===== src/rtl/game_pkg.sv =====
// Shared screen geometry, coordinate widths and drawer state encoding.
package game_pkg;

  localparam int unsigned SCREEN_W = 320;
  localparam int unsigned SCREEN_H = 120;
  localparam int unsigned X_W      = 9;
  localparam int unsigned Y_W      = 7;
  localparam int unsigned COLOUR_W = 3;

  typedef enum logic [1:0] {
    StIdle,
    StErase,
    StDraw,
    StDone
  } drawer_state_e;

endpackage


===== src/rtl/rect_scanner.sv =====
// Row-major dx/dy scan of a RECT_W x RECT_H rectangle anchored at base_x/base_y.
module rect_scanner
  import game_pkg::*;
#(
  parameter int unsigned RECT_W = 4,
  parameter int unsigned RECT_H = 16
) (
  input  logic           clock,
  input  logic           reset,
  input  logic           start,
  input  logic           step,
  input  logic [X_W-1:0] base_x,
  input  logic [Y_W-1:0] base_y,
  output logic [X_W-1:0] pix_x,
  output logic [Y_W-1:0] pix_y,
  output logic           valid,
  output logic           last
);

  localparam int unsigned DxW = (RECT_W > 1) ? $clog2(RECT_W) : 1;
  localparam int unsigned DyW = (RECT_H > 1) ? $clog2(RECT_H) : 1;
  localparam logic [DxW-1:0] DxMax = DxW'(RECT_W - 1);
  localparam logic [DyW-1:0] DyMax = DyW'(RECT_H - 1);

  logic [DxW-1:0] dx_q;
  logic [DyW-1:0] dy_q;

  always_comb begin
    pix_x = base_x + X_W'(dx_q);
    pix_y = base_y + Y_W'(dy_q);
    valid = step && !start;
    last  = (dx_q == DxMax) && (dy_q == DyMax);
  end

  // Counters wrap to zero after the final pixel so back-to-back passes need no restart.
  always_ff @(posedge clock or posedge reset) begin
    if (reset) begin
      dx_q <= '0;
      dy_q <= '0;
    end else if (start) begin
      dx_q <= '0;
      dy_q <= '0;
    end else if (step) begin
      if (dx_q == DxMax) begin
        dx_q <= '0;
        dy_q <= last ? '0 : dy_q + 1'b1;
      end else begin
        dx_q <= dx_q + 1'b1;
      end
    end
  end

endmodule


===== src/rtl/paddle_drawer.sv =====
// Erases the previous paddle rectangle and draws the new one, one registered pixel per clock.
module paddle_drawer #(
  parameter int unsigned                     SCREEN_W  = game_pkg::SCREEN_W,
  parameter int unsigned                     SCREEN_H  = game_pkg::SCREEN_H,
  parameter int unsigned                     PADDLE_W  = 4,
  parameter int unsigned                     PADDLE_H  = 16,
  parameter logic [game_pkg::COLOUR_W-1:0]   FG_COLOUR = 3'b111,
  parameter logic [game_pkg::COLOUR_W-1:0]   BG_COLOUR = 3'b000
) (
  input  logic                          clock,
  input  logic                          reset,
  input  logic                          moved,
  input  logic [game_pkg::X_W-1:0]      pos_x,
  input  logic [game_pkg::Y_W-1:0]      pos_y,
  output logic [game_pkg::X_W-1:0]      vga_x,
  output logic [game_pkg::Y_W-1:0]      vga_y,
  output logic [game_pkg::COLOUR_W-1:0] vga_colour,
  output logic                          vga_plot,
  output logic                          busy,
  output logic                          done
);

  import game_pkg::*;

  localparam logic [X_W-1:0] MaxX = X_W'(SCREEN_W - PADDLE_W);
  localparam logic [Y_W-1:0] MaxY = Y_W'(SCREEN_H - PADDLE_H);

  function automatic logic [X_W-1:0] clamp_x(input logic [X_W-1:0] v);
    return (v > MaxX) ? MaxX : v;
  endfunction

  function automatic logic [Y_W-1:0] clamp_y(input logic [Y_W-1:0] v);
    return (v > MaxY) ? MaxY : v;
  endfunction

  drawer_state_e state_q, state_d;

  logic [X_W-1:0] new_x_q, old_x_q, pend_x_q;
  logic [Y_W-1:0] new_y_q, old_y_q, pend_y_q;
  logic           old_valid_q, pending_q;

  logic [X_W-1:0]      vga_x_q;
  logic [Y_W-1:0]      vga_y_q;
  logic [COLOUR_W-1:0] vga_colour_q;
  logic                vga_plot_q, busy_q, done_q;

  logic           scan_start, scan_step, scan_valid, scan_last, latch_new;
  logic [X_W-1:0] scan_base_x, scan_pix_x;
  logic [Y_W-1:0] scan_base_y, scan_pix_y;

  always_comb begin
    state_d    = state_q;
    scan_start = 1'b0;
    scan_step  = 1'b0;
    latch_new  = 1'b0;
    unique case (state_q)
      StIdle: begin
        if (moved || pending_q) begin
          latch_new  = 1'b1;
          scan_start = 1'b1;
          state_d    = old_valid_q ? StErase : StDraw;
        end
      end
      StErase: begin
        scan_step = 1'b1;
        if (scan_last) state_d = StDraw;
      end
      StDraw: begin
        scan_step = 1'b1;
        if (scan_last) state_d = StDone;
      end
      StDone: state_d = StIdle;
      default: state_d = StIdle;
    endcase
  end

  assign scan_base_x = (state_q == StErase) ? old_x_q : new_x_q;
  assign scan_base_y = (state_q == StErase) ? old_y_q : new_y_q;

  rect_scanner #(
    .RECT_W (PADDLE_W),
    .RECT_H (PADDLE_H)
  ) u_scanner (
    .clock  (clock),
    .reset  (reset),
    .start  (scan_start),
    .step   (scan_step),
    .base_x (scan_base_x),
    .base_y (scan_base_y),
    .pix_x  (scan_pix_x),
    .pix_y  (scan_pix_y),
    .valid  (scan_valid),
    .last   (scan_last)
  );

  always_ff @(posedge clock or posedge reset) begin
    if (reset) begin
      state_q     <= StIdle;
      new_x_q     <= '0;
      new_y_q     <= '0;
      old_x_q     <= '0;
      old_y_q     <= '0;
      old_valid_q <= 1'b0;
      pend_x_q    <= '0;
      pend_y_q    <= '0;
      pending_q   <= 1'b0;
    end else begin
      state_q <= state_d;
      if (latch_new) begin
        // A fresh strobe in IDLE supersedes anything queued.
        new_x_q   <= moved ? clamp_x(pos_x) : pend_x_q;
        new_y_q   <= moved ? clamp_y(pos_y) : pend_y_q;
        pending_q <= 1'b0;
      end else if (moved && state_q != StIdle) begin
        pend_x_q  <= clamp_x(pos_x);
        pend_y_q  <= clamp_y(pos_y);
        pending_q <= 1'b1;
      end
      if (state_q == StDraw && scan_last) begin
        old_x_q     <= new_x_q;
        old_y_q     <= new_y_q;
        old_valid_q <= 1'b1;
      end
    end
  end

  always_ff @(posedge clock or posedge reset) begin
    if (reset) begin
      vga_x_q      <= '0;
      vga_y_q      <= '0;
      vga_colour_q <= BG_COLOUR;
      vga_plot_q   <= 1'b0;
      busy_q       <= 1'b0;
      done_q       <= 1'b0;
    end else begin
      vga_plot_q <= scan_valid;
      if (scan_valid) begin
        vga_x_q      <= scan_pix_x;
        vga_y_q      <= scan_pix_y;
        vga_colour_q <= (state_q == StErase) ? BG_COLOUR : FG_COLOUR;
      end
      busy_q <= (state_d != StIdle);
      done_q <= (state_q == StDone);
    end
  end

  assign vga_x      = vga_x_q;
  assign vga_y      = vga_y_q;
  assign vga_colour = vga_colour_q;
  assign vga_plot   = vga_plot_q;
  assign busy       = busy_q;
  assign done       = done_q;

endmodule


===== config.mk =====
export PLATFORM = sky130hd
export DESIGN_NAME = paddle_drawer
export DESIGN_NICKNAME = d
export VERILOG_FILES = /design/src/rtl/game_pkg.sv /design/src/rtl/rect_scanner.sv /design/src/rtl/paddle_drawer.sv
export SDC_FILE = /design/constraint.sdc
export NUM_CORES = 1
export LEC_CHECK = 0
export BUFFER_PORTS_ARGS = -buffer_cell sky130_fd_sc_hd__buf_2
export CAP_MARGIN = 25
export CORE_MARGIN = 3
export CORE_UTILIZATION = 53
export DETAILED_ROUTE_END_ITERATION = 8
export HOLD_SLACK_MARGIN = 0.15
export MAX_ROUTING_LAYER = met4
export PLACE_DENSITY = 0.76
export SYNTH_ARGS = -nofsm -noshare
export SYNTH_HDL_FRONTEND = slang
export SYNTH_HIERARCHICAL = 1
export SYNTH_SLANG_ARGS = --single-unit

===== constraint.sdc =====
create_clock -name clock -period 2.4 [get_ports clock]
set_clock_uncertainty 0.2 [all_clocks]
set_input_delay 0.36 -clock clock [delete_from_list [all_inputs] [get_ports clock]]
set_output_delay 0.36 -clock clock [all_outputs]
set_load 0.05 [all_outputs]

==> results.md <==
* Seq/Total Area, Yosys at 0.494
* CP Buf/Inv Count at 2
* NetSw at 2270 uW
* Int Power at 3400 uW
* Leakage at 0.00225 uW
* H-tree depth at 3
* Pin count of the biggest net entering global routing at 56
* Final Hold Vio Count at 0
* Crit Path Category: flop to flop
* Critical path arrival at 2.52 ns
* Routed Antenna Nets at 0
* Total of max-cap violations at 0
* Num CTS Buffers at 9
* Sw Share at 0.400
* Clk slew on worst S/H paths at 0.08 ns
* Min-delay src: old_valid_q
* Die H at 92.4 um
* Crit end category: flop
* Ys Warns at 6
* Max-slew violations at 0
* DR iter-0 viols at 121
* HP Class: flop to flop
* Post-Syn Instances at 352
* Worst path cell trace: inv_2 > ha_4 > mux2_4 > ha_4 > inv_2 > fa_2 > nor2b_1 > o21a_1 > o211ai_1 > xnor2_1 > mux2_4
* CP delay by family, top: multiplexers
* P&R area growth vs syn at 21.4%
* Distinct cell type count after synthesis at 44
* Overall routing resource usage at 0.206
* Layout cells sized above 1 at 0.339
* Fmax at 403 MHz
* Routed WL at 7.84 mm
* Period utilization at 1.03
* Cell Area, Synth at 3950 sq um
* Clock Tree Buf Depth at 2
* CTS tree: built
* Flop pwr share at 0.362
* Final worst setup slack at -0.0821 ns
* Setup crit start: state_q[1]
* Primary FF master, synth: dfrtp_1
* Number of I/O port buffers at 40
* Slew margin rel. at 0.673
* Final Instance Area at 4800 sq um
* Vias in the first global route at 2821
* Area of the core at 7020 sq um
* Clock sinks at 78
* Die X-Extent at 92.4 um
* Starting density of the core at 0.563
* CTS root buffer: clkbuf_8
* WHS at 0.273 ns
* Clock latency on the worst-skew pair at 0.35 ns
* Rows at 30
* Tightest Pin Transition at 0.486 ns
* DR pass1 iterations at 4
* Final RePlAce weighted congestion at 0.799
* Initial antenna violation count at 0
* Clock network fraction of total power at 0.176
* HPWL after DPL at 5.41 mm
* Slowest cell on crit path: dfrtp_1
* R2r startpoint: state_q[1]
* Drt drc at 0
* Average wire per standard cell at 14.9 um
* Largest stage delay on the critical path at 0.40 ns
* Syn nets at 386
* EDFF count, synth at 0
* Number of diodes at 0
* # IOs at 41
* Count leader, synth: dfrtp_1
* Global-route wire length before repair at 13.5 mm
* Worst Path Required at 2.44 ns
* Status: finished, violations left
* Synth Area per Inst at 11.2 sq um
* Final setup fails at 4
* DR vias at 2752
* RSZ-0062 raised after global routing: yes
* Yosys reg bits at 78
* Logic pwr share at 0.462
* Final min period at 2.48 ns
* Synth top area share at 0.494
* Post-DP Area at 4360 sq um
* Top post-synthesis cells by area: dfrtp_1, mux2_2, ha_1
* Setup crit start kind: flop
* Drt via density at 5.22
* Pwr Density at 1180 nW/um^2
* Peak supply drop at 0.511 mV
* Violated checks: negative setup slack
* Yosys top cell by area: dfrtp_1
* CP max FO at 6
* Top cells by count, synth: dfrtp_1, mux2_2, nand2_1
* Async SR Flop Fraction at 1.00
* Die Area at 8530 sq um
* GRT overflow at 0
* Number of nets in the layout at 460
stage by stage:
stage	std cells	utilization	setup TNS (ns)	worst slack [ns]	power (uW)
6_report	527	0.684	-0.138	-0.0821	5660
5_1_grt	527	0.684	-0.813	-0.177	6050
4_1_cts	526	0.682	-0.0816	-0.0715	5680
3_5_place_dp	490	0.621	-0.146	-0.114	4590
3_3_place_gp	490	0.621	-0.0425	-0.0425	4470
2_1_floorplan	352	-	-0.589	-0.150	3940
worst paths after layout:
| kind | to | slack, ns | cells after the start |
|---|---|---|---|
| min in group asynchronous | u_scanner/dx_q[1] | 0.29 | 3 |
| hold / removal | old_valid_q | 0.27 | 1 |
| max in group asynchronous | pend_y_q[4] | 1.03 | 4 |
| setup reg to reg | vga_y[6] | -0.08 | 11 |
| setup / recovery | vga_y[6] | -0.08 | 11 |
| hold reg to reg | old_valid_q | 0.27 | 1 |
state kept, by name, summed over array words and instances (netlist names), 2 cells and up:
name	cells
u_scanner/dy_q	4
vga_y	7
vga_x	9
u_scanner/dx_q	2
old_y_q	7
old_x_q	9
new_y_q	7
pend_y_q	7
state_q	2
new_x_q	9
pend_x_q	9
power by group through the flow:
stage	combinational, uW	clock [uW]	sequential [uW]
finish	2620	995	2050
global route	2870	1060	2110
CTS	2610	1010	2050
detailed placement	2520	0	2070
global placement	2420	0	2040
floorplan	1440	0	2500
cell type report:
| class | count | area (sq um) |
|---|---|---|
| multi-input cells | 241 | 1900 |
| repair buffers | 79 | 567 |
| clock buffers | 11 | 141 |
| flip-flops and latches | 78 | 1950 |
| fillers | 524 | 2220 |
| inverters | 17 | 63.8 |
| clock inverters | 5 | 58.8 |
| well taps | 96 | 120 |
per-layer routing:
layer,vias up,routed length [um],global-route usage
met4,0,101,0.0829
met5,-,0,-
met3,9,230,0.0244
met1,1332,3870,0.280
met2,47,3640,0.317
li1,1364,-,-
placed cells by master, fill, tap and decap left out, drive strengths merged, types with 2 or more instances in the layout:
| cell | instances |
|---|---|
| dfrtp | 78 |
| buf | 61 |
| mux2 | 51 |
| nand2 | 34 |
| o21ai | 29 |
| nor2 | 22 |
| dlygate4sd3 | 18 |
| inv | 17 |
| ha | 13 |
| clkbuf | 11 |
| xnor2 | 8 |
| nor2b | 8 |
| a31oi | 7 |
| a21oi | 7 |
| mux2i | 7 |
| nand3 | 7 |
| nand2b | 6 |
| xor2 | 5 |
| o31ai | 4 |
| nor3b | 4 |
| o211ai | 3 |
| a21boi | 3 |
| a22oi | 3 |
| a21o | 2 |
| nand4 | 2 |
| o21a | 2 |
| nand3b | 2 |
| clkinvlp | 2 |
| fa | 2 |
| clkinv | 2 |
| and4 | 2 |
cell families (layout without fill, tap and decap cells):
family          after synthesis  in the layout  synth area share
flops                        78             78             0.494
xor+xnor                     13             13            0.0288
compound gates               65             65             0.102
buf+inv                      33            112            0.0475
fa+ha+maj                    15             15            0.0513
mux                          58             58             0.166
simple gates                 90             90             0.111
timing repair:
action	CTS	global route
setup endpoints to repair	4	9
resized for setup	7	3
pin swaps	4	2
hold buffers	18	0
buffers inserted	2	1
gates cloned	0	0
hold endpoints to repair	50	0
Note: power is estimated with default switching activity, not from simulation.
